**config.mk**
```make
export PLATFORM = sky130hd
export DESIGN_NAME = unpooler
export DESIGN_NICKNAME = d
export VERILOG_FILES = /design/src/rtl/unpooler_pkg.sv /design/src/rtl/unpooler_row_buffer.sv /design/src/rtl/unpooler.sv
export SDC_FILE = /design/constraint.sdc
export NUM_CORES = 1
export LEC_CHECK = 0
export ABC_AREA = 1
export CELL_PAD_IN_SITES_DETAIL_PLACEMENT = 0
export CELL_PAD_IN_SITES_GLOBAL_PLACEMENT = 1
export CORE_MARGIN = 1
export CORE_UTILIZATION = 43
export DETAILED_ROUTE_END_ITERATION = 6
export PLACE_DENSITY_LB_ADDON = 0.1
export REMOVE_ABC_BUFFERS = 1
export SETUP_SLACK_MARGIN = 0.02
export SYNTH_ARGS = -nofsm -noshare
export SYNTH_HDL_FRONTEND = slang
export SYNTH_SLANG_ARGS = --single-unit
```
**constraint.sdc**
```tcl
create_clock -name clk -period 1.7 [get_ports clk]
set_input_delay 0.255 -clock clk [delete_from_list [all_inputs] [get_ports clk]]
set_output_delay 0.255 -clock clk [all_outputs]
set_load 0.05 [all_outputs]
```
**src/rtl/unpooler_pkg.sv**
```systemverilog
// Shared constants and sizing helpers for the nearest-neighbour upsampler.
package unpooler_pkg;

  localparam logic [8:0] M_DEFAULT = 9'h00c;
  localparam logic [8:0] P_DEFAULT = 9'h003;
  localparam int         N_DEFAULT = 16;

  // Counter width for a 0..v-1 counter, never narrower than one bit.
  function automatic int cnt_w(input int v);
    return (v > 1) ? $clog2(v) : 1;
  endfunction

  // Pooled map side: number of distinct input columns/rows per map.
  function automatic int mp_of(input logic [8:0] m, input logic [8:0] p);
    return int'(m) / int'(p);
  endfunction

  // Geometry is legal when the block side divides the output side.
  function automatic bit geom_ok(input logic [8:0] m, input logic [8:0] p);
    return (p != 9'd0) && ((int'(m) % int'(p)) == 0) && (m != 9'd0);
  endfunction

endpackage

```
**src/rtl/unpooler_row_buffer.sv**
```systemverilog
// MP-deep circular shift register holding one pooled row for replay.
module row_buffer #(
  parameter int DEPTH = 4,
  parameter int W     = 16
) (
  input  logic         clk,
  input  logic         rst_n,
  input  logic         push,
  input  logic         rotate,
  input  logic [W-1:0] d,
  output logic [W-1:0] head
);

  logic [DEPTH-1:0][W-1:0] mem_q, mem_d;

  // Shift toward the head; the tail takes new data on push or the old head on rotate.
  always_comb begin
    mem_d = mem_q;
    if (push || rotate) begin
      for (int i = 0; i < DEPTH - 1; i++) mem_d[i] = mem_q[i+1];
      mem_d[DEPTH-1] = push ? d : mem_q[0];
    end
  end

  // Storage register, cleared by the block reset.
  always_ff @(posedge clk or negedge rst_n) begin
    if (!rst_n) mem_q <= '0;
    else        mem_q <= mem_d;
  end

  assign head = mem_q[0];

endmodule

```
**src/rtl/unpooler.sv**
```systemverilog
// Nearest-neighbour upsampler: replicates each pooled value over a p x p block.
module unpooler
  import unpooler_pkg::*;
#(
  parameter logic [8:0] m = M_DEFAULT,
  parameter logic [8:0] p = P_DEFAULT,
  parameter int         N = N_DEFAULT
) (
  input  logic         clk,
  input  logic         master_rst,
  input  logic         ce,
  input  logic [N-1:0] data_in,
  input  logic         valid_ip,
  output logic         ready_ip,
  output logic [N-1:0] data_out,
  output logic         valid_op,
  output logic         end_op
);

  localparam int P  = int'(p);
  localparam int MP = mp_of(m, p);
  localparam int HW = cnt_w(P);
  localparam int CW = cnt_w(MP);
  localparam logic [HW-1:0] H_LAST = HW'(P - 1);
  localparam logic [CW-1:0] C_LAST = CW'(MP - 1);

  if (!geom_ok(m, p)) begin : g_bad_geom
    $error("unpooler: m must be a nonzero multiple of p");
  end

  // Counters name the next output slot.
  logic [CW-1:0] col_q, col_d, prow_q, prow_d;
  logic [HW-1:0] hrep_q, hrep_d, vrep_q, vrep_d;
  logic [N-1:0]  data_out_q, data_out_d;
  logic          valid_op_q, valid_op_d;
  logic          end_op_q, end_op_d;

  logic          live, accept, emit, rotate, last_slot;
  logic [N-1:0]  head;

  // Slot decode: live row takes input at hrep 0, replay rows stream the buffer.
  always_comb begin
    live      = (vrep_q == '0);
    ready_ip  = ce && live && (hrep_q == '0);
    accept    = valid_ip && ready_ip;
    emit      = ce && (!live || (hrep_q != '0) || accept);
    rotate    = ce && !live && (hrep_q == H_LAST);
    last_slot = (prow_q == C_LAST) && (vrep_q == H_LAST) &&
                (col_q == C_LAST) && (hrep_q == H_LAST);
  end

  // Output next-state: a bubble drops valid but keeps data; ce low holds everything.
  always_comb begin
    data_out_d = data_out_q;
    valid_op_d = valid_op_q;
    end_op_d   = end_op_q;
    if (ce) begin
      valid_op_d = emit;
      end_op_d   = emit && last_slot;
      if (emit) data_out_d = !live ? head : (accept ? data_in : data_out_q);
    end
  end

  // Counter advance on each emitted output: hrep -> col -> vrep -> prow -> wrap.
  always_comb begin
    hrep_d = hrep_q;
    col_d  = col_q;
    vrep_d = vrep_q;
    prow_d = prow_q;
    if (emit) begin
      if (hrep_q != H_LAST) hrep_d = hrep_q + 1'b1;
      else begin
        hrep_d = '0;
        if (col_q != C_LAST) col_d = col_q + 1'b1;
        else begin
          col_d = '0;
          if (vrep_q != H_LAST) vrep_d = vrep_q + 1'b1;
          else begin
            vrep_d = '0;
            prow_d = (prow_q != C_LAST) ? prow_q + 1'b1 : '0;
          end
        end
      end
    end
  end

  // State registers.
  always_ff @(posedge clk or negedge master_rst) begin
    if (!master_rst) begin
      col_q      <= '0;
      prow_q     <= '0;
      hrep_q     <= '0;
      vrep_q     <= '0;
      data_out_q <= '0;
      valid_op_q <= 1'b0;
      end_op_q   <= 1'b0;
    end else begin
      col_q      <= col_d;
      prow_q     <= prow_d;
      hrep_q     <= hrep_d;
      vrep_q     <= vrep_d;
      data_out_q <= data_out_d;
      valid_op_q <= valid_op_d;
      end_op_q   <= end_op_d;
    end
  end

  row_buffer #(.DEPTH(MP), .W(N)) u_row_buffer (
    .clk    (clk),
    .rst_n  (master_rst),
    .push   (accept),
    .rotate (rotate),
    .d      (data_in),
    .head   (head)
  );

  assign data_out = data_out_q;
  assign valid_op = valid_op_q;
  assign end_op   = end_op_q;

endmodule

```
==> results of run 1 <==
[what timing repair did]
item,4_1_cts,5_1_grt
hold endpoints to repair,28,0
pin swaps,0,2
endpoints found under the setup margin,1,3
gates resized for setup,1,4
hold buffers,1,0
buffers inserted,0,2
[through the flow]
step	setup slack [ns]	hold WS [ns]	total power, µW	setup TNS [ns]	area (µm²)
after global routing	0.0429	0.396	9490	0	4980
after detailed placement	0.0493	0.228	6900	0	4680
after global placement	0.0739	0.233	6820	0	4680
after floorplan	-2.98	-0.0406	5840	-205.58	3930
final	0.117	0.364	8820	0	4980
after CTS	0.0225	0.371	8850	0	4960
[sequential cells by signal (all words and copies together), names as in the netlist]
| signal | flops |
|---|---|
| col_q | 2 |
| data_out | 16 |
| end_op | 1 |
| hrep_q | 2 |
| prow_q | 2 |
| u_row_buffer.head | 16 |
| u_row_buffer.mem_q | 48 |
| valid_op | 1 |
| vrep_q | 2 |
[worst register-to-register path: stages (launching register included)]
cell	delay, ns
dfrtp_1	0.42
buf_4	0.15
inv_1	0.07
nand2_1	0.09
nand3_2	0.12
buf_4	0.29
nand2_1	0.10
nand3_1	0.08
nand2_1	0.05
[where the power goes]
group / total (µW) / switching, µW / internal [µW]
Sequential: 3670 / 565 / 3110
Clock: 1920 / 792 / 1130
Combinational: 3230 / 2040 / 1190
Total: 8820 / 3390 / 5430
[kinds of logic after synthesis]
| group | synth area share [%] |
|---|---|
| flip-flops | 54.8 |
| AO/OA/AOI/OAI | 3.11 |
| buffers and inverters | 8.22 |
| AND/OR/NAND/NOR | 33.3 |
| adder cells (fa/ha/maj) | 0.609 |
[how the worst max path moves through the flow]
stage / start / endpoint / slack, ns
after detailed placement: ce / u_row_buffer.mem_q[56] / 0.05
after CTS: hrep_q[0] / ready_ip / 0.02
after global routing: hrep_q[0] / ready_ip / 0.04
final: hrep_q[0] / ready_ip / 0.12
after floorplan: vrep_q[1] / u_row_buffer.head[0] / -2.98
after global placement: ce / u_row_buffer.mem_q[50] / 0.07
[final cells by class]
class                      count  area [µm²]  share of cell area, %
clock buffer                   9         124                   2.49
multi-input combinational    347        1540                   30.8
inverter                      41         155                   3.11
timing repair buffer          65         611                   12.3
clock inverter                 7         141                   2.84
sequential                    90        2250                   45.2
tap                          129         161                   3.24
[per-layer routing]
| metal | vias up | GRT usage (%) | routed length [µm] |
|---|---|---|---|
| met1 | 1576 | 28.6 | 4600 |
| li1 | 1687 | - | - |
| met5 | - | 0 | 0 |
| met3 | 7 | 3.94 | 351 |
| met4 | 0 | 6.45 | 108 |
| met2 | 58 | 31.8 | 4210 |
[Yosys cell counts]
cell type	n	share of area (%)
ha_1	2	0.61
nand2_4	1	0.27
inv_2	3	0.27
buf_2	20	2.4
o21ai_0	23	2.8
inv_1	37	3.4
clkbuf_1	2	0.18
buf_4	4	0.73
o211ai_1	1	0.18
a21oi_1	1	0.12
nor2_1	5	0.46
nor2_4	3	0.82
nand4_1	1	0.15
nand2_1	206	19
dfrtp_1	90	55
or2_2	2	0.30
clkinv_2	1	0.12
buf_6	4	1.1
nand3_1	102	12
==> results.json, run 1 <==
{
  "yosysSeqAreaShare_pct": 54.8,
  "io_buffers": 38,
  "required_ns": 1.44,
  "setup_viol_count_final": 0,
  "cts_buffers": 9,
  "drt_wl_total_um": 9270,
  "fin_util_pct": 53.9,
  "synth_area_per_cell_um2": 8.09,
  "num_antenna_cells": 0,
  "end_kind": "output pin",
  "via_per_inst": 4.84,
  "max-cap-violations": 0,
  "netlist_area_um2": 4110,
  "worst_pin_slew_ns": 0.426,
  "grt_pass1_vias": 3214,
  "fill_cells": 848,
  "relSlewSlack_pct": 71.6,
  "critical_path.top_delay_family": "flip-flops",
  "crit_cells": 4,
  "vias": 3328,
  "slew_violations": 0,
  "io_pins": 39,
  "track_usage_pct": 20.4,
  "hpwl_um": 5930,
  "irDropWorstVdd_uv": 732,
  "drc": 0,
  "fmax_ghz": 0.632,
  "hold_violations": 0,
  "r2r-start": "vrep_q[1]",
  "period_needed_ns": 1.58,
  "grt_pass1_wl_um": 15800,
  "syn_inst": 508,
  "drtPass1Iterations": 4,
  "fp-row-count": 35,
  "cp-start-kind": "flop",
  "synth-seq-cells": 90,
  "die_area_um2": 9950,
  "reg2regPathDepth": 8,
  "cts_root_buf": "clkbuf_8",
  "cts_tree": "built",
  "dp_cells": 669,
  "r2r_setup_slack_ns": 0.22,
  "layout-drive-gt1-share_pct": 13.8,
  "placeableCoreArea_um2": 9240,
  "worstPathArrival_ns": 1.33,
  "fp.dieH_um": 99.8,
  "skew_ns": 0.0111,
  "grt-ovfl-total": 0,
  "start_util_pct": 44.5,
  "status": "finished clean",
  "wl_per_cell_um": 13.5,
  "fp.dieW_um": 99.8,
  "final_cell_count_no_fill": 688,
  "power_leakage_uw": 0.00263,
  "path_class": "reg -> out",
  "path_buf_inv": 1,
  "worstHoldPathType": "in -> async",
  "cp_max_fo": 4,
  "rsz0062_at_grt": "no",
  "p_per_area_nw_per_um2": 1770,
  "synth.distinct_cells": 19,
  "final_common_cell": "nand2_1",
  "path_cells": "nor2_4, nand2_2, nor2_2, buf_12",
  "grt_max_degree": 38,
  "cp_slowest_cell": "dfrtp_2",
  "ctsLongestPathBuffers": 2,
  "nets": 576,
  "antenna_left": 0,
  "ys_warn_count": 0,
  "insertion_delay_ns": 0.36,
  "period_share_pct": 93.1,
  "layout.cells.most_common_list": "nand2_1 (205), nand3_1 (101), dfrtp_1 (89), buf_4 (40), inv_1 (37)",
  "clock-sinks": 90,
  "antenna_found_initial": 0,
  "clkTransAtPathRegs_ns": 0.10,
  "routabilityCongestion": 0.735,
  "drt-initial-drc-count": 118,
  "critical_path.max_stage_delay_ns": 0.45,
  "reg2reg_to": "u_row_buffer.mem_q[56]",
  "syn_to_final_growth_pct": 21.3,
  "htreeDepth": 3
}
Power figures use the tool's default switching activity.
==> inputs of run 2 (changes only) <==
CELL_PAD_IN_SITES_DETAIL_PLACEMENT = unset   (was 0)
CELL_PAD_IN_SITES_GLOBAL_PLACEMENT = unset   (was 1)
CORE_UTILIZATION = 57   (was 43)
HOLD_SLACK_MARGIN = 0.12   (was unset)
PLACE_DENSITY = 0.79   (was unset)
PLACE_DENSITY_LB_ADDON = unset   (was 0.1)
==> run 2 against run 1 <==
Utilization increased by 16 points. Clock-buffer cell count unchanged. Fmax increased by 0.24%. Global-route usage increased by 4.5 points. Worst hold slack improved by 0.041 ns. Register-to-register slack improved by 0.07 ns. Total power decreased by 4.5%. Via count increased by 2.3%. Sequential share of layout area increased by 1.4 points. Non-clock buffer count decreased by 4. Clock skew decreased by 0.0025 ns. Largest cell class unchanged. Largest power group unchanged.
==> results.json, run 2 (synthesized netlist as in run 1, its figures left out) <==
{
  "clock_power_share_pct": 18.7,
  "antenna_found_initial": 0,
  "skew_ns": 0.00864,
  "rsz0062_at_grt": "no",
  "slew_violations": 0,
  "hold_violations": 0,
  "drtPass1Iterations": 5,
  "dp_cells": 634,
  "relSlewSlack_pct": 66.7,
  "final_common_cell": "nand2_1",
  "htreeDepth": 3,
  "status": "finished clean",
  "switching_share_pct": 39.8,
  "clkTransAtPathRegs_ns": 0.09,
  "end_kind": "output pin",
  "io_buffers": 38,
  "layout-drive-gt1-share_pct": 13.0,
  "period_needed_ns": 1.58,
  "cp-start-kind": "flop",
  "required_ns": 1.44,
  "routabilityCongestion": 0.756,
  "nets": 572,
  "r2r_setup_slack_ns": 0.29,
  "antenna_left": 0,
  "clock-sinks": 90,
  "cts_tree": "built",
  "fmax_ghz": 0.633,
  "fp.dieW_um": 86.9,
  "vias": 3404,
  "worstPathArrival_ns": 1.32,
  "io_pins": 39,
  "largest_reg_flops": 48,
  "track_usage_pct": 24.9,
  "power_leakage_uw": 0.00258,
  "critical_path.top_delay_family": "flip-flops",
  "cts_buffers": 9,
  "grt_max_degree": 51,
  "setup_ws_ns": 0.121,
  "worstHoldPathType": "in -> async",
  "period_share_pct": 92.9,
  "cp_slowest_cell": "dfrtp_2",
  "via_per_inst": 5.23,
  "layout.cells.most_common_list": "nand2_1 (206), nand3_1 (101), dfrtp_1 (89), buf_4 (38), inv_1 (37)",
  "placeableCoreArea_um2": 6870,
  "pwr-share-seq_pct": 43.7,
  "fin_util_pct": 70.3,
  "drc": 0,
  "setup_viol_count_final": 0,
  "final_cell_count_no_fill": 651,
  "drt-initial-drc-count": 225,
  "cts_setup_buffers": 0,
  "grt-ovfl-total": 0,
  "worst_pin_slew_ns": 0.500,
  "cts_root_buf": "clkbuf_8",
  "path_class": "reg -> out",
  "critical_path.max_stage_delay_ns": 0.46,
  "fp-row-count": 30,
  "hold-worst-slack_ns": 0.405,
  "wl_per_cell_um": 13.1,
  "irDropWorstVdd_uv": 820,
  "drt_wl_total_um": 8520,
  "grt_pass1_vias": 3163,
  "syn_to_final_growth_pct": 17.6,
  "insertion_delay_ns": 0.35,
  "start_util_pct": 59.8,
  "dp_slack_ns": 0.0519,
  "num_antenna_cells": 0,
  "max-cap-violations": 0,
  "p_int_uw": 5070,
  "path_buf_inv": 1,
  "power_frac_comb_pct": 37.6,
  "hpwl_um": 5600,
  "grt_pass1_wl_um": 14600,
  "die_area_um2": 7550,
  "ctsLongestPathBuffers": 2,
  "p_switching_uw": 3350,
  "fp.dieH_um": 86.9,
  "top_register": "u_row_buffer.mem_q",
  "p_per_area_nw_per_um2": 1740,
  "timing.critical_path.mode_cell": "nor2_2",
  "cp_max_fo": 4,
  "path_cells": "nor2_2, nand2_1, nor2_2, buf_12"
}
## run 2: changes by cell type in the layout (fill, tap and decap cells not counted), sizes merged
cell      delta
bufinv       -2
clkinv       +1
buf          -4
clkinvlp     +1
## run 2: power by group through the flow
stage	clock [µW]	sequential, µW	combinational [µW]
floorplan	0	4210	1630
global placement	0	3670	3060
detailed placement	0	3710	3160
CTS	1610	3680	3190
global route	1690	3800	3560
finish	1580	3680	3160
## run 2: path summary, 6_finish.rpt
path / from / end / depth (start not counted)
worst min-delay path: master_rst / u_row_buffer.head[9] / 2
max in group asynchronous: master_rst / hrep_q[0] / 3
worst min register to register: u_row_buffer.mem_q[42] / u_row_buffer.mem_q[26] / 2
min in group clk: u_row_buffer.mem_q[42] / u_row_buffer.mem_q[26] / 2
worst max register to register: vrep_q[1] / data_out[10] / 7
worst max-delay path: hrep_q[0] / ready_ip / 4
## run 2: per-stage QoR
step                      instance area (µm²)  total power, µW  TNS, ns
after detailed placement                 4600             6870        0
after global routing                     4830             9050        0
final                                    4830             8430        0
after CTS                                4830             8480        0
after global placement                   4600             6730        0
after floorplan                          3930             5840  -205.58
## run 2: layer usage
metal  vias to the layer above  GRT usage (%)  part of all wire [%]  routed length [µm]
met5                         -              0                     0                   0
met4                         0           10.8                   2.3                 193
met3                        19           3.70                   4.4                 377
met2                        91           41.2                    49                4170
met1                      1614           32.8                    44                3780
li1                       1680              -                     -                   -
## run 2: layout make-up
cell class,count,area [µm²]
Fill cell,530,2040
Sequential cell,90,2250
Clock buffer,9,124
Timing Repair Buffer,61,556
Clock inverter,7,93.8
Inverter,41,155
Multi-Input combinational cell,347,1530
Tap cell,96,120
## run 2: what timing repair did
action / 4_1_cts / 5_1_grt
hold buffers: 1 / 0
cloned: 0 / 0
endpoints found under the setup margin: 1 / 1
gates resized for setup: 1 / 2
endpoints found under the hold margin: 37 / 0
## run 2: worst reg2reg max path: stages (launching register included)
cell and delay [ns]:
dfrtp_1 0.43, nor2_4 0.16, buf_4 0.24, nor2_4 0.06
inv_2 0.10, nand2_4 0.15, nand2_1 0.13, nand2_1 0.05
==> inputs of run 3 (changes only) <==
CORE_ASPECT_RATIO = 0.8   (was unset)
==> run 3 against run 2 <==
Utilization is 0.23 points lower. Register-to-register slack worse by 0.09 ns. Sequential cell count stayed put. Critical path depth stayed put. Total power hardly changed. Clock power is 3% lower. Global-route usage is 0.50 points higher. Non-clock buffer count is 2 higher. Via count hardly changed. Sequential share of layout area is 0.25 points lower. Cell area is 0.49% higher.
==> results.json, run 3 (synthesized netlist as in run 1, its figures left out) <==
{
  "hold_violations": 0,
  "drtPass1Iterations": 4,
  "clock-sinks": 90,
  "drc": 0,
  "fin_area_um2": 4850,
  "layout.cells.most_common_list": "nand2_1 (206), nand3_1 (101), dfrtp_1 (90), buf_4 (38), inv_1 (37)",
  "dp_cells": 625,
  "io_buffers": 38,
  "grt_max_degree": 67,
  "final_cell_count_no_fill": 644,
  "ctsLongestPathBuffers": 2,
  "cp-start-kind": "flop",
  "die_area_um2": 7550,
  "worstHoldPathType": "in -> async",
  "power_leakage_uw": 0.00260,
  "grt_pass1_vias": 3326,
  "final_common_cell": "nand2_1",
  "routabilityCongestion": 0.782,
  "htreeDepth": 3,
  "via_per_inst": 5.28,
  "hold-worst-slack_ns": 0.406,
  "max-cap-violations": 0,
  "num_antenna_cells": 0,
  "timing.critical_path.mode_cell": "nor2_2",
  "start_util_pct": 59.3,
  "worst_pin_slew_ns": 0.370,
  "fp.dieH_um": 77.9,
  "insertion_delay_ns": 0.36,
  "grt-ovfl-total": 0,
  "worstPathArrival_ns": 1.37,
  "clkTransAtPathRegs_ns": 0.09,
  "hpwl_um": 5530,
  "reg2regPathDepth": 7,
  "p_per_area_nw_per_um2": 1730,
  "path_class": "reg -> out",
  "antenna_left": 0,
  "cp-startpoint": "hrep_q[0]",
  "cts_root_buf": "clkbuf_8",
  "relSlewSlack_pct": 75.4,
  "path_cells": "nor2_2, nand2_1, nor2_2, buf_12",
  "status": "finished clean",
  "r2r-start": "hrep_q[0]",
  "dpl_cell_area_um2": 4610,
  "layout-drive-gt1-share_pct": 13.1,
  "track_usage_pct": 25.4,
  "slew_violations": 0,
  "end_kind": "output pin",
  "drt_wl_total_um": 8830,
  "nets": 574,
  "irDropWorstVdd_uv": 1080,
  "placeableCoreArea_um2": 6930,
  "syn_to_final_growth_pct": 18.1,
  "required_ns": 1.44,
  "drt-initial-drc-count": 174,
  "antenna_found_initial": 0,
  "wl_per_cell_um": 13.7,
  "cp_max_fo": 4,
  "critical_path.max_stage_delay_ns": 0.46,
  "cts_buffers": 9,
  "fmax_ghz": 0.614,
  "largest_reg_flops": 48,
  "period_needed_ns": 1.63,
  "fp-row-count": 27,
  "cts_tree": "built",
  "vias": 3403,
  "top_register": "u_row_buffer.mem_q",
  "cp_slowest_cell": "dfrtp_1",
  "io_pins": 39,
  "fp.dieW_um": 96.9,
  "period_share_pct": 95.8,
  "setup_viol_count_final": 0,
  "grt_pass1_wl_um": 15300,
  "skew_ns": 0.00961
}
[run 3: path summary, 6_finish.rpt]
path                       slack [ns]                      to
max in group asynchronous        0.96   u_row_buffer.head[10]
max                              0.07                ready_ip
min                              0.41             data_out[4]
min reg2reg                      0.46  u_row_buffer.mem_q[30]
min in group clk                 0.46  u_row_buffer.mem_q[30]
max reg2reg                      0.20    u_row_buffer.head[2]
[run 3: metal layers]
| metal | share of wire (%) | global-route usage, % | routed length, µm |
|---|---|---|---|
| met5 | 0 | 0 | 0 |
| met4 | 0.99 | 5.37 | 87 |
| met3 | 5.4 | 6.49 | 477 |
| met2 | 48 | 43.0 | 4220 |
| met1 | 46 | 33.1 | 4040 |
[run 3: timing repair]
item / CTS / global route
gates cloned: 0 / 0
hold buffers: 1 / 0
pin swaps: 1 / 0
endpoints found under the setup margin: 1 / 1
gates resized for setup: 0 / 2
setup buffers: 1 / 1
hold endpoints to repair: 90 / 0
[run 3: critical path: cells and delay by family (launching register included)]
| kind | cells | cell delay [ns] |
|---|---|---|
| buffers and inverters | 1 | 0.15 |
| DFF | 1 | 0.46 |
| and+or+nand+nor | 3 | 0.40 |
[run 3: power breakdown]
group / internal (µW) / leakage [µW] / switching, µW
Combinational: 1170 / 0.00136 / 2040
Sequential: 3110 / 0.00113 / 571
Clock: 765 / 0.000102 / 770
Total: 5040 / 0.00260 / 3380
[run 3: through the flow]
step           util [%]   TNS, ns  setup WS, ns  power (µW)
2_1_floorplan         -   -205.58         -2.98        5840
3_3_place_gp       66.6         0        0.0548        6750
3_5_place_dp       66.6         0       0.00691        6890
4_1_cts            69.9         0        0.0233        8450
6_report           70.1         0        0.0716        8420
5_1_grt            70.1  -0.00868      -0.00868        9040
[run 3: cell type report]
type                    instances  area (µm²)
clock buffers                  11         151
fillers                       528        2070
flip-flops and latches         90        2250
inverters                      41         155
repair buffers                 63         596
well taps                      87         109
clock inverters                 5        62.6
multi-input cells             347        1530
